`config.mk`:
```
export PLATFORM = sky130hd
export DESIGN_NAME = exc_commit
export DESIGN_NICKNAME = d
export VERILOG_FILES = /design/src/rtl/exc_pkg.sv /design/src/rtl/exc_prio.sv /design/src/rtl/exc_commit.sv
export SDC_FILE = /design/constraint.sdc
export NUM_CORES = 1
export LEC_CHECK = 0
export ABC_CLOCK_PERIOD_IN_PS = 2640
export CORE_MARGIN = 8
export CORE_UTILIZATION = 60
export CTS_CLUSTER_DIAMETER = 120
export DETAILED_ROUTE_END_ITERATION = 6
export DONT_BUFFER_PORTS = 1
export PLACE_DENSITY = 0.76
export SLEW_MARGIN = 20
export SYNTH_ARGS = -nofsm -noshare
export SYNTH_HDL_FRONTEND = slang
export SYNTH_SLANG_ARGS = --single-unit
```
`constraint.sdc`:
```
create_clock -name clk -period 2.64 [get_ports clk]
set_input_delay 0.132 -clock clk [delete_from_list [all_inputs] [get_ports clk]]
set_output_delay 0.132 -clock clk [all_outputs]
set_load 0.005 [all_outputs]
```
`src/rtl/exc_pkg.sv`:
```
// Shared encodings for the exception commit controller: ExcCodes, mem_exc
// bit positions, FSM states and the captured-event flag bundle.
package exc_pkg;

  localparam logic [4:0] EXC_INT  = 5'h00;
  localparam logic [4:0] EXC_ADEL = 5'h04;
  localparam logic [4:0] EXC_ADES = 5'h05;
  localparam logic [4:0] EXC_SYS  = 5'h08;
  localparam logic [4:0] EXC_BP   = 5'h09;
  localparam logic [4:0] EXC_RI   = 5'h0A;
  localparam logic [4:0] EXC_OV   = 5'h0C;

  // mem_exc = {ades, adel_ld, bp, sys, ov, ri, adel_if}
  localparam int EXC_W      = 7;
  localparam int EB_ADEL_IF = 0;
  localparam int EB_RI      = 1;
  localparam int EB_OV      = 2;
  localparam int EB_SYS     = 3;
  localparam int EB_BP      = 4;
  localparam int EB_ADEL_LD = 5;
  localparam int EB_ADES    = 6;

  typedef enum logic [1:0] {
    ST_IDLE  = 2'd0,
    ST_FLUSH = 2'd1,
    ST_REDIR = 2'd2
  } state_t;

  typedef enum logic [1:0] {
    BV_NONE = 2'd0,
    BV_PC   = 2'd1,
    BV_ADDR = 2'd2
  } bv_sel_t;

  // What the FLUSH cycle needs to know about the captured event
  typedef struct packed {
    logic eret;
    logic epc_en;
    logic bv_en;
  } cap_t;

endpackage

```
`src/rtl/exc_prio.sv`:
```
// Priority encoder: interrupt beats every exception, exceptions beat ERET.
module exc_prio
  import exc_pkg::*;
(
  input  logic             irq,
  input  logic [EXC_W-1:0] exc,
  input  logic             eret,
  output logic             taken,
  output logic             is_eret,
  output logic [4:0]       exccode,
  output bv_sel_t          bv_sel
);

  always_comb begin
    taken   = irq | (|exc) | eret;
    is_eret = 1'b0;
    exccode = EXC_INT;
    bv_sel  = BV_NONE;
    if (irq) begin
      exccode = EXC_INT;
    end else if (exc[EB_ADEL_IF]) begin
      exccode = EXC_ADEL;
      bv_sel  = BV_PC;
    end else if (exc[EB_RI]) begin
      exccode = EXC_RI;
    end else if (exc[EB_OV]) begin
      exccode = EXC_OV;
    end else if (exc[EB_SYS]) begin
      exccode = EXC_SYS;
    end else if (exc[EB_BP]) begin
      exccode = EXC_BP;
    end else if (exc[EB_ADEL_LD]) begin
      exccode = EXC_ADEL;
      bv_sel  = BV_ADDR;
    end else if (exc[EB_ADES]) begin
      exccode = EXC_ADES;
      bv_sel  = BV_ADDR;
    end else if (eret) begin
      is_eret = 1'b1;
    end
  end

endmodule

```
`src/rtl/exc_commit.sv`:
```
// Exception commit controller at MEM/WB: captures the winning event, pulses
// CP0 write strobes and flush for one cycle, then holds a redirect to fetch.
module exc_commit
  import exc_pkg::*;
#(
  parameter logic [31:0] EXC_OFFSET = 32'h0000_0180,
  parameter logic [31:0] EPC_ADJ    = 32'd4
) (
  input  logic             clk,
  input  logic             rst,
  input  logic             mem_valid,
  input  logic [31:0]      mem_pc,
  input  logic             mem_in_ds,
  input  logic [EXC_W-1:0] mem_exc,
  input  logic [31:0]      mem_badvaddr,
  input  logic             mem_eret,
  input  logic             soft_break,
  input  logic             hard_break,
  input  logic             status_exl,
  input  logic [31:0]      epc_in,
  input  logic [31:0]      ebase_in,
  output logic             set_status_exl,
  output logic             clr_status_exl,
  output logic             badvaddr_wr,
  output logic [31:0]      badvaddr_out,
  output logic             cause_bd_wr,
  output logic             cause_bd,
  output logic             cause_exccode_wr,
  output logic [4:0]       cause_exccode,
  output logic             epc_wr,
  output logic [31:0]      set_epc,
  output logic             flush,
  output logic             redirect_valid,
  output logic [31:0]      redirect_pc,
  input  logic             redirect_ready
);

  state_t     state, state_nx;
  cap_t       cap;
  logic       capture;
  logic       p_taken, p_eret;
  logic [4:0] p_code;
  bv_sel_t    p_bv;

  exc_prio u_prio (
    .irq     (soft_break | hard_break),
    .exc     (mem_exc),
    .eret    (mem_eret),
    .taken   (p_taken),
    .is_eret (p_eret),
    .exccode (p_code),
    .bv_sel  (p_bv)
  );

  always_ff @(posedge clk) begin
    if (rst) state <= ST_IDLE;
    else     state <= state_nx;
  end

  // Data outputs are written only at capture and held until the next one;
  // an ERET only retargets the redirect.
  always_ff @(posedge clk) begin
    if (rst) begin
      cap           <= '0;
      cause_bd      <= 1'b0;
      cause_exccode <= '0;
      set_epc       <= '0;
      badvaddr_out  <= '0;
      redirect_pc   <= '0;
    end else if (capture) begin
      cap.eret    <= p_eret;
      cap.epc_en  <= ~status_exl;
      cap.bv_en   <= (p_bv != BV_NONE);
      redirect_pc <= p_eret ? epc_in : ebase_in + EXC_OFFSET;
      if (!p_eret) begin
        cause_bd      <= mem_in_ds;
        cause_exccode <= p_code;
        set_epc       <= mem_in_ds ? mem_pc - EPC_ADJ : mem_pc;
      end
      if (p_bv == BV_PC)        badvaddr_out <= mem_pc;
      else if (p_bv == BV_ADDR) badvaddr_out <= mem_badvaddr;
    end
  end

  always_comb begin
    state_nx         = state;
    capture          = 1'b0;
    flush            = 1'b0;
    set_status_exl   = 1'b0;
    clr_status_exl   = 1'b0;
    cause_exccode_wr = 1'b0;
    epc_wr           = 1'b0;
    cause_bd_wr      = 1'b0;
    badvaddr_wr      = 1'b0;
    redirect_valid   = 1'b0;
    case (state)
      ST_IDLE: begin
        if (mem_valid && p_taken) begin
          capture  = 1'b1;
          state_nx = ST_FLUSH;
        end
      end
      ST_FLUSH: begin
        flush = 1'b1;
        if (cap.eret) begin
          clr_status_exl = 1'b1;
        end else begin
          set_status_exl   = 1'b1;
          cause_exccode_wr = 1'b1;
          // nested exception under EXL keeps the original EPC/BD
          epc_wr           = cap.epc_en;
          cause_bd_wr      = cap.epc_en;
          badvaddr_wr      = cap.bv_en;
        end
        state_nx = ST_REDIR;
      end
      ST_REDIR: begin
        redirect_valid = 1'b1;
        if (redirect_ready) state_nx = ST_IDLE;
      end
      default: state_nx = ST_IDLE;
    endcase
  end

endmodule

```
==> results of run 1 <==
==> registers in the layout (all words and copies together) (netlist names) <==
| signal | count |
|---|---|
| cap | 3 |
| set_epc | 32 |
| cause_exccode | 4 |
| redirect_pc | 32 |
| cause_bd | 1 |
| state | 2 |
| badvaddr_out | 32 |
==> report_power, final <==
part	switching, uW	internal (uW)	total [uW]
clock	599	386	985
sequential	99.5	1710	1800
combinational	286	294	580
==> stage by stage <==
stage / total power [uW] / setup WS, ns / cell area, um2 / instances
after CTS: 3337 / 0.1278 / 6874 / 837
final: 3370 / 0.1101 / 6938 / 841
after global placement: 2179 / 0.4830 / 5499 / 704
after global routing: 3504 / 0.04864 / 6938 / 841
after detailed placement: 2197 / 0.4005 / 5499 / 704
after floorplan: 2129 / 0.6998 / 5449 / 632
==> layer usage <==
| metal | global-route usage | vias up | wire [um] |
|---|---|---|---|
| met3 | 0.1288 | 75 | 2309 |
| li1 | - | 2490 | - |
| met4 | 0.1653 | 0 | 797 |
| met2 | 0.5211 | 352 | 10130 |
| met5 | 0 | - | 0 |
| met1 | 0.2779 | 2607 | 6533 |
==> Yosys cell counts, types with 5 or more instances <==
library cell and count:
and2_1 5, nand4_1 11, dfxtp_1 106, nor4_1 6, nand3b_1 14, nor3_1 16, nand2_1 27, inv_1 10
xor2_1 25, buf_2 6, nand3_1 15, a21oi_1 17, a211oi_1 67, xnor2_1 20, o21ai_0 23, mux2i_1 33
nor2_1 103, clkbuf_1 36, a22oi_1 15
==> worst max-delay path, stage by stage (launching register included) <==
cell and delay, ns:
dfxtp_1 0.34, or3b_1 0.43, buf_4 0.19, a31oi_4 0.19
and2_4 0.21, buf_12 0.19, nor2_1 0.08, a211oi_2 0.21
dlygate4sd3_1 0.59
==> final cells by class <==
type | instances | area (um2)
multi-input combinational | 468 | 3118
clock inverter | 5 | 45.04
sequential | 106 | 2122
timing repair buffer | 132 | 1336
clock buffer | 11 | 141.4
fill | 566 | 1826
antenna | 1 | 2.502
inverter | 10 | 37.54
tap | 108 | 135.1
==> worst paths after layout <==
path                from               to
min          ebase_in[3]   redirect_pc[3]
max             state[1]  badvaddr_out[2]
min reg2reg   set_epc[0]       set_epc[0]
max reg2reg     state[1]  badvaddr_out[2]
==> logic make-up after synthesis <==
kind of cell / Yosys count / synth area share
AND/OR/NAND/NOR: 239 / 0.2335
buffers and inverters: 58 / 0.04340
other: 1 / 0.0006882
adder cells (fa/ha/maj): 4 / 0.009185
XOR/XNOR: 45 / 0.07233
flip-flops: 106 / 0.3894
AO/OA/AOI/OAI: 146 / 0.1908
multiplexers: 33 / 0.06062
==> what timing repair did <==
item                                    4_1_cts  5_1_grt
resized for setup                             0        4
hold endpoints to repair                    105        3
endpoints found under the setup margin        0        3
hold buffers                                117        2
==> results.toml, run 1 <==
[floorplan]
ios = 254
rows = 34
initial_utilization = 0.6218
die_area_mm2 = 0.01239
die_y_um = 111.3
die_width_um = 111.3
core-area_mm2 = 0.008763

[setup_path]
cp_data_required_time_ns = 2.95
worst_setup_path_start_kind = "flop"
path_max_fanout = 32
crit_arrival_ns = 2.84
regToRegSetupSlack_ns = 0.11
reg2reg_depth = 8
critPathKind = "flop to flop"
endpoint_kind = "flop"

[cts]
clockRootBuffer = "clkbuf_8"
cts_sinks = 106
h-tree-depth = 3
clockBufferDepth = 2
post_cts_buffers = 0
cts_buffers = 9
clk_latency_ns = 0.37
cts_tree = "built"
path_clk_slew_ns = 0.11

[timing]
drv_slew = 0
final.setup.tns_ns = 0
fmax_mhz = 395.3
period_share = 0.9583
holdWs_ns = 0.01694
finalHoldViolations = 0
rsz0062_at_grt = "false"
worst_pin_slew_ns = 0.8413
skew_ns = 0.01457
relSlewSlack = 0.4371
finalSetupViolCount = 0
layout_min_cycle_time_ns = 2.530

[cells_and_area]
area_growth_pct = 27.32
utilization = 0.7917
final_cell_mix = "dlygate4sd3_1 (118), dfxtp_1 (106), nor2_1 (102), a211oi_1 (66), mux2i_1 (33)"
finalNetCount = 875
drive_above_1_share = 0.07240
final_common_cell = "dlygate4sd3_1"

[logic_synthesis]
synth_top_area_share = 0.3894
syn_area_per_cell_um2 = 8.622
synth_area_leader_cell = "dfxtp_1"
synthCells = 632
synthFlopType = "dfxtp_1"
seq_area_frac_synth = 0.3894
netlist_area_mm2 = 0.005449
synth_area_leaders = "dfxtp_1 (39%), a211oi_1 (9.2%), nor2_1 (7.1%)"
ys_async_sr_fraction = 0
synth_nets = 780
synth_seq_cells = 106
synth_edf_count = 0
yosys_warnings = 0
yosysUniqueCellTypes = 57

[power]
p_per_area_mw_per_mm2 = 485.8
leakagePower_uw = 0.002375
peakVddDrop_v = 0.0003130

[worst_hold_path]
hold_class = "input port to flop"
hold_depth = 2

[detailed_routing]
routedWlPerCell_um = 23.51
drc = 0
vias = 5524
wl_um = 19770
drt-pass1-iter-count = 7
vias_per_cell = 6.568
ant_nets = 0
drtIter0Drc = 438

[placed_design]
io_buffers = 0
hpwl_um = 11870
gp_congestion = 0.8031

[grt]
overflow = 0
grt_pass1_vias = 5599
grt_pass1_wl_um = 29730
grt_usage = 0.2945
antenna_found_initial = 1
grt_max_degree = 98

[flow_run]
maxCapViolCount = 0

[run_status]
status = "finished clean"
No activity file was read; power rests on OpenSTA's default activity.
==> run 2: changes to the inputs <==
==> constraint.sdc (replaced) <==
create_clock -name clk -period 2.64 [get_ports clk]
set_input_delay 0.528 -clock clk [delete_from_list [all_inputs] [get_ports clk]]
set_output_delay 0.528 -clock clk [all_outputs]
set_load 0.005 [all_outputs]
==> run 2 against run 1 <==
Net effect: non-clock buffer count decreased by 117; global-route usage decreased by 5.9 points; critical path depth shrank 1; first-iteration DRC count down 50%; sequential share of layout area grew 6.5 points; wire length is 22% lower; combinational power shrank 37%; clock skew is 0.0040 ns lower; critical endpoint is now badvaddr_out[13].
==> results.toml, run 2 (same netlist as run 1, synthesis figures left out) <==
[cts]
cts_tree = "built"
cts_buffers = 9
path_clk_slew_ns = 0.10
clk_latency_ns = 0.36
post_cts_buffers = 0
clockRootBuffer = "clkbuf_8"
cts_resized = 0
cts_hold_buf = 0
cts_sinks = 106
h-tree-depth = 3
clockBufferDepth = 2

[cells_and_area]
area_growth_pct = 5.120
final_cell_mix = "dfxtp_1 (106), nor2_1 (102), a211oi_1 (67), mux2i_1 (33), nand2_1 (27)"
diodes = 0
drive_above_1_share = 0.08157
final_common_cell = "dfxtp_1"
finalNetCount = 758
reg.largest.list = "badvaddr_out (32), redirect_pc (32), set_epc (32)"
finalNonFillerCells = 721
fillers = 761

[detailed_routing]
drc = 0
vias_per_cell = 6.379
ant_nets = 0
drtIter0Drc = 220
wl_um = 15450
routedWlPerCell_um = 21.43
drt-pass1-iter-count = 4
vias = 4599

[setup_path]
path_max_fanout = 64
critPathKind = "flop to flop"
crit_arrival_ns = 2.50
worst_path_max_delay_cell = "or3b_1"
cp_data_required_time_ns = 2.90
max_stage_delay_ns = 0.44
endpoint_kind = "flop"
worst_setup_path_start_kind = "flop"
crit_chain = "or3b_1, buf_4, a31oi_2, and2_2, buf_12, nor2_1, a211oi_1"
worst-path-buf-inv = 2
crit_family = "simple AND/OR/NAND/NOR gates"

[grt]
grt_max_degree = 101
antenna_found_initial = 0
grt_pass1_wl_um = 24280
overflow = 0
grt_usage = 0.2359
grt_pass1_vias = 4589

[floorplan]
die_y_um = 111.3
die_area_mm2 = 0.01239
die_width_um = 111.3
ios = 254
initial_utilization = 0.6218
rows = 34
core-area_mm2 = 0.008763

[placed_design]
io_buffers = 0
hpwl_um = 11870
dpl.cell_count = 707
pre_cts_ws_ns = 0.2382
gp_congestion = 0.8181

[timing]
drv_slew = 0
skew_ns = 0.01053
relSlewSlack = 0.3891
rsz0062_at_grt = "false"
final.setup.tns_ns = 0
finalWorstSetupSlack_ns = 0.3987
finalHoldViolations = 0
period_share = 0.8490
fmax_mhz = 446.2
layout_min_cycle_time_ns = 2.241
finalSetupViolCount = 0
worst_pin_slew_ns = 0.9141

[flow_run]
maxCapViolCount = 0

[power]
peakVddDrop_v = 0.0002574
p_per_area_mw_per_mm2 = 548.8
leakagePower_uw = 0.001841

[worst_hold_path]
hold_class = "input port to flop"

[run_status]
status = "finished clean"
[run 2: changes by cell type in the layout (fill, tap and decap cells not counted), sizes merged, moves of 2 or more]
cell         change
clkbuf           -2
inv              -2
dlygate4sd3    -118
buf              +2
[run 2: per-stage QoR]
step	area [um2]	utilization	power, uW	hold WS, ns
after floorplan	5449	-	2129	0.4483
after global placement	5547	0.6329	2190	0.4725
after detailed placement	5547	0.6329	2207	0.4827
after CTS	5728	0.6536	3169	0.2026
after global routing	5728	0.6536	3283	0.1987
final	5728	0.6536	3144	0.2230
[run 2: worst paths after layout]
| path | startpoint | end | slack, ns | cells after the start |
|---|---|---|---|---|
| max | state[1] | badvaddr_out[13] | 0.40 | 7 |
| min | rst | set_epc[18] | 0.22 | 1 |
| min reg2reg | set_epc[1] | set_epc[1] | 0.50 | 2 |
| max reg2reg | state[1] | badvaddr_out[13] | 0.40 | 7 |
[run 2: layer usage]
metal / GRT usage / vias to the layer above / part of all wire
li1: - / 2253 / -
met5: 0 / - / 0
met3: 0.1034 / 21 / 0.11
met4: 0.07289 / 0 / 0.016
met2: 0.4267 / 179 / 0.51
met1: 0.2364 / 2146 / 0.36
[run 2: layout make-up]
cell class	count	area [um2]	share of cell area
inverter	10	37.54	0.006553
clock inverter	4	53.80	0.009393
sequential	106	2122	0.3705
tap	108	135.1	0.02359
timing repair buffer	15	150.1	0.02621
multi-input combinational	468	3102	0.5415
clock buffer	10	127.6	0.02228
[run 2: power by group]
part / switching, uW / leakage (uW) / internal (uW)
clock network: 546 / 0.0000848 / 433
registers: 92.0 / 0.000870 / 1710
logic: 196 / 0.000885 / 171
total: 834 / 0.00184 / 2310
==> run 3: changes to the inputs <==
Settings changed: ABC_CLOCK_PERIOD_IN_PS 2640 to 1900, CORE_UTILIZATION 60 to 57, PLACE_DENSITY 0.76 to 0.75.
Clock period 2.64 ns to 1.9 ns, I/O delays scaled along.
==> run 3 against run 2 <==
Net effect: die area is 4.5% higher; count of clock-buffer cells in the layout stayed put; sequential cell count stayed put; critical endpoint is now badvaddr_out[21]; global-route usage hardly changed; sequential share of layout area is 2.6 points lower; clock skew is 0.0018 ns lower; critical path depth is 1 lower; largest power group unchanged.
==> results.toml, run 3 (same netlist as run 1, synthesis figures left out) <==
[run_status]
status = "finished clean"

[timing]
finalHoldViolations = 0
rsz0062_at_grt = "false"
skew_ns = 0.008740
finalWorstSetupSlack_ns = 0.1202
fmax_mhz = 561.9
holdWs_ns = 0.07964
drv_slew = 0
finalSetupViolCount = 0
relSlewSlack = 0.5170
period_share = 0.9367
worst_pin_slew_ns = 0.7218
layout_min_cycle_time_ns = 1.780

[worst_hold_path]
hold_class = "input port to flop"

[floorplan]
ios = 254
core-area_mm2 = 0.009240
rows = 35
die_area_mm2 = 0.01294
die_width_um = 113.8
die_y_um = 113.8
initial_utilization = 0.5897

[cells_and_area]
fillers = 772
finalNetCount = 791
reg.largest.list = "badvaddr_out (32), redirect_pc (32), set_epc (32)"
final_cell_mix = "dfxtp_1 (106), nor2_1 (101), a211oi_1 (67), buf_4 (41), mux2i_1 (33)"
area_growth_pct = 13.11
diodes = 0
drive_above_1_share = 0.1420
final_common_cell = "dfxtp_1"

[setup_path]
worst_path_max_delay_cell = "or3b_1"
crit_cells = 6
crit_chain = "or3b_1, a31oi_4, and2_4, buf_12, nor2_1, a211oi_1"
cp_data_required_time_ns = 2.17
worst_setup_path_start_kind = "flop"
reg2reg_from = "state[1]"
max_stage_delay_ns = 0.43
crit_path_start = "state[1]"
critPathKind = "flop to flop"
endpoint_kind = "flop"
regToRegSetupSlack_ns = 0.12
crit_arrival_ns = 2.05
worst-path-buf-inv = 1
crit_family = "simple AND/OR/NAND/NOR gates"
path_max_fanout = 26
endpoint = "badvaddr_out[21]"
r2r-end = "badvaddr_out[21]"
reg2reg_depth = 6

[placed_design]
pre_cts_ws_ns = -0.1931
gp_congestion = 0.8254
io_buffers = 0
hpwl_um = 12570

[detailed_routing]
vias = 4796
vias_per_cell = 6.172
ant_nets = 0
drc = 0
routedWlPerCell_um = 21.16
drt-pass1-iter-count = 4
wl_um = 16440
drtIter0Drc = 324

[grt]
overflow = 0
grt_max_degree = 101
grt_pass1_vias = 4856
grt_usage = 0.2361
grt_pass1_wl_um = 24660
antenna_found_initial = 0

[cts]
cts_buffers = 9
clockBufferDepth = 2
cts_sinks = 106
cts_tree = "built"
h-tree-depth = 3
path_clk_slew_ns = 0.10
clk_latency_ns = 0.36
clockRootBuffer = "clkbuf_8"

[power]
p_comb_frac = 0.127
p_int_uw = 3442
leakagePower_uw = 0.002068
p_sw_frac = 0.2600
peakVddDrop_v = 0.0007324
p_seq_frac = 0.537
clkPwrFrac = 0.336
power.switching_uw = 1209
p_per_area_mw_per_mm2 = 754.6

[flow_run]
maxCapViolCount = 0
run 3: cell types whose count changed in the layout (fill, tap and decap cells not counted), sizes merged:
cell and delta:
clkinv +1, buf +31, clkbuf +2, bufinv +1
run 3: how the worst min path moves through the flow:
stage	from	to	slack, ns	cells past startpoint
2_1_floorplan	cause_exccode[1]	cause_exccode[1]	0.45	2
3_3_place_gp	rst	set_epc[18]	0.46	1
3_5_place_dp	rst	set_epc[18]	0.46	1
4_1_cts	rst	set_epc[18]	0.06	1
5_1_grt	rst	set_epc[18]	0.04	1
6_report	rst	set_epc[18]	0.08	1
run 3: area by class of cell:
cell class / instances / area (um2) / share of cell area
Clock buffer: 10 / 137.6 / 0.02233
Clock inverter: 6 / 88.84 / 0.01441
Inverter: 10 / 37.54 / 0.006090
Multi-Input combinational cell: 468 / 3158 / 0.5124
Sequential cell: 106 / 2122 / 0.3443
Tap cell: 129 / 161.4 / 0.02619
Timing Repair Buffer: 48 / 457.9 / 0.07430
run 3: what timing repair did:
| item | in CTS | in global routing |
|---|---|---|
| hold buffers | 0 | 0 |
| endpoints found under the setup margin | 0 | 35 |
| gates resized for setup | 0 | 2 |
| setup buffers | 0 | 3 |
run 3: power groups by stage:
stage                     combinational (uW)  sequential (uW)  clock, uW
after detailed placement                 566             2550          0
after CTS                                569             2500       1590
after global routing                     657             2520       1680
final                                    592             2500       1560
after global placement                   539             2550          0
after floorplan                          468             2500          0
run 3: metal layers:
metal  up-vias  part of all wire  wire [um]  track usage
met1      2254              0.35       5703       0.2147
met2       209              0.51       8465       0.4450
met4         0             0.024        398      0.09228
li1       2306                 -          -            -
met5         -                 0          0            0
met3        27              0.11       1876       0.1078
run 3: worst reg2reg max path, cell delays in order (launching register included):
cell      delay (ns)
dfxtp_1         0.34
or3b_1          0.43
a31oi_4         0.22
and2_4          0.22
buf_12          0.18
nor2_1          0.08
a211oi_1        0.23
run 3: through the flow:
step             util  TNS, ns  total power (uW)  cells  area [um2]
2_1_floorplan       -   -1.694              2971    632        5540
3_5_place_dp   0.6343   -3.773              3118    756        5861
3_3_place_gp   0.6343   -1.604              3087    756        5861
4_1_cts        0.6588        0              4661    772        6087
5_1_grt        0.6670        0              4851    777        6163
6_report       0.6670        0              4651    777        6163
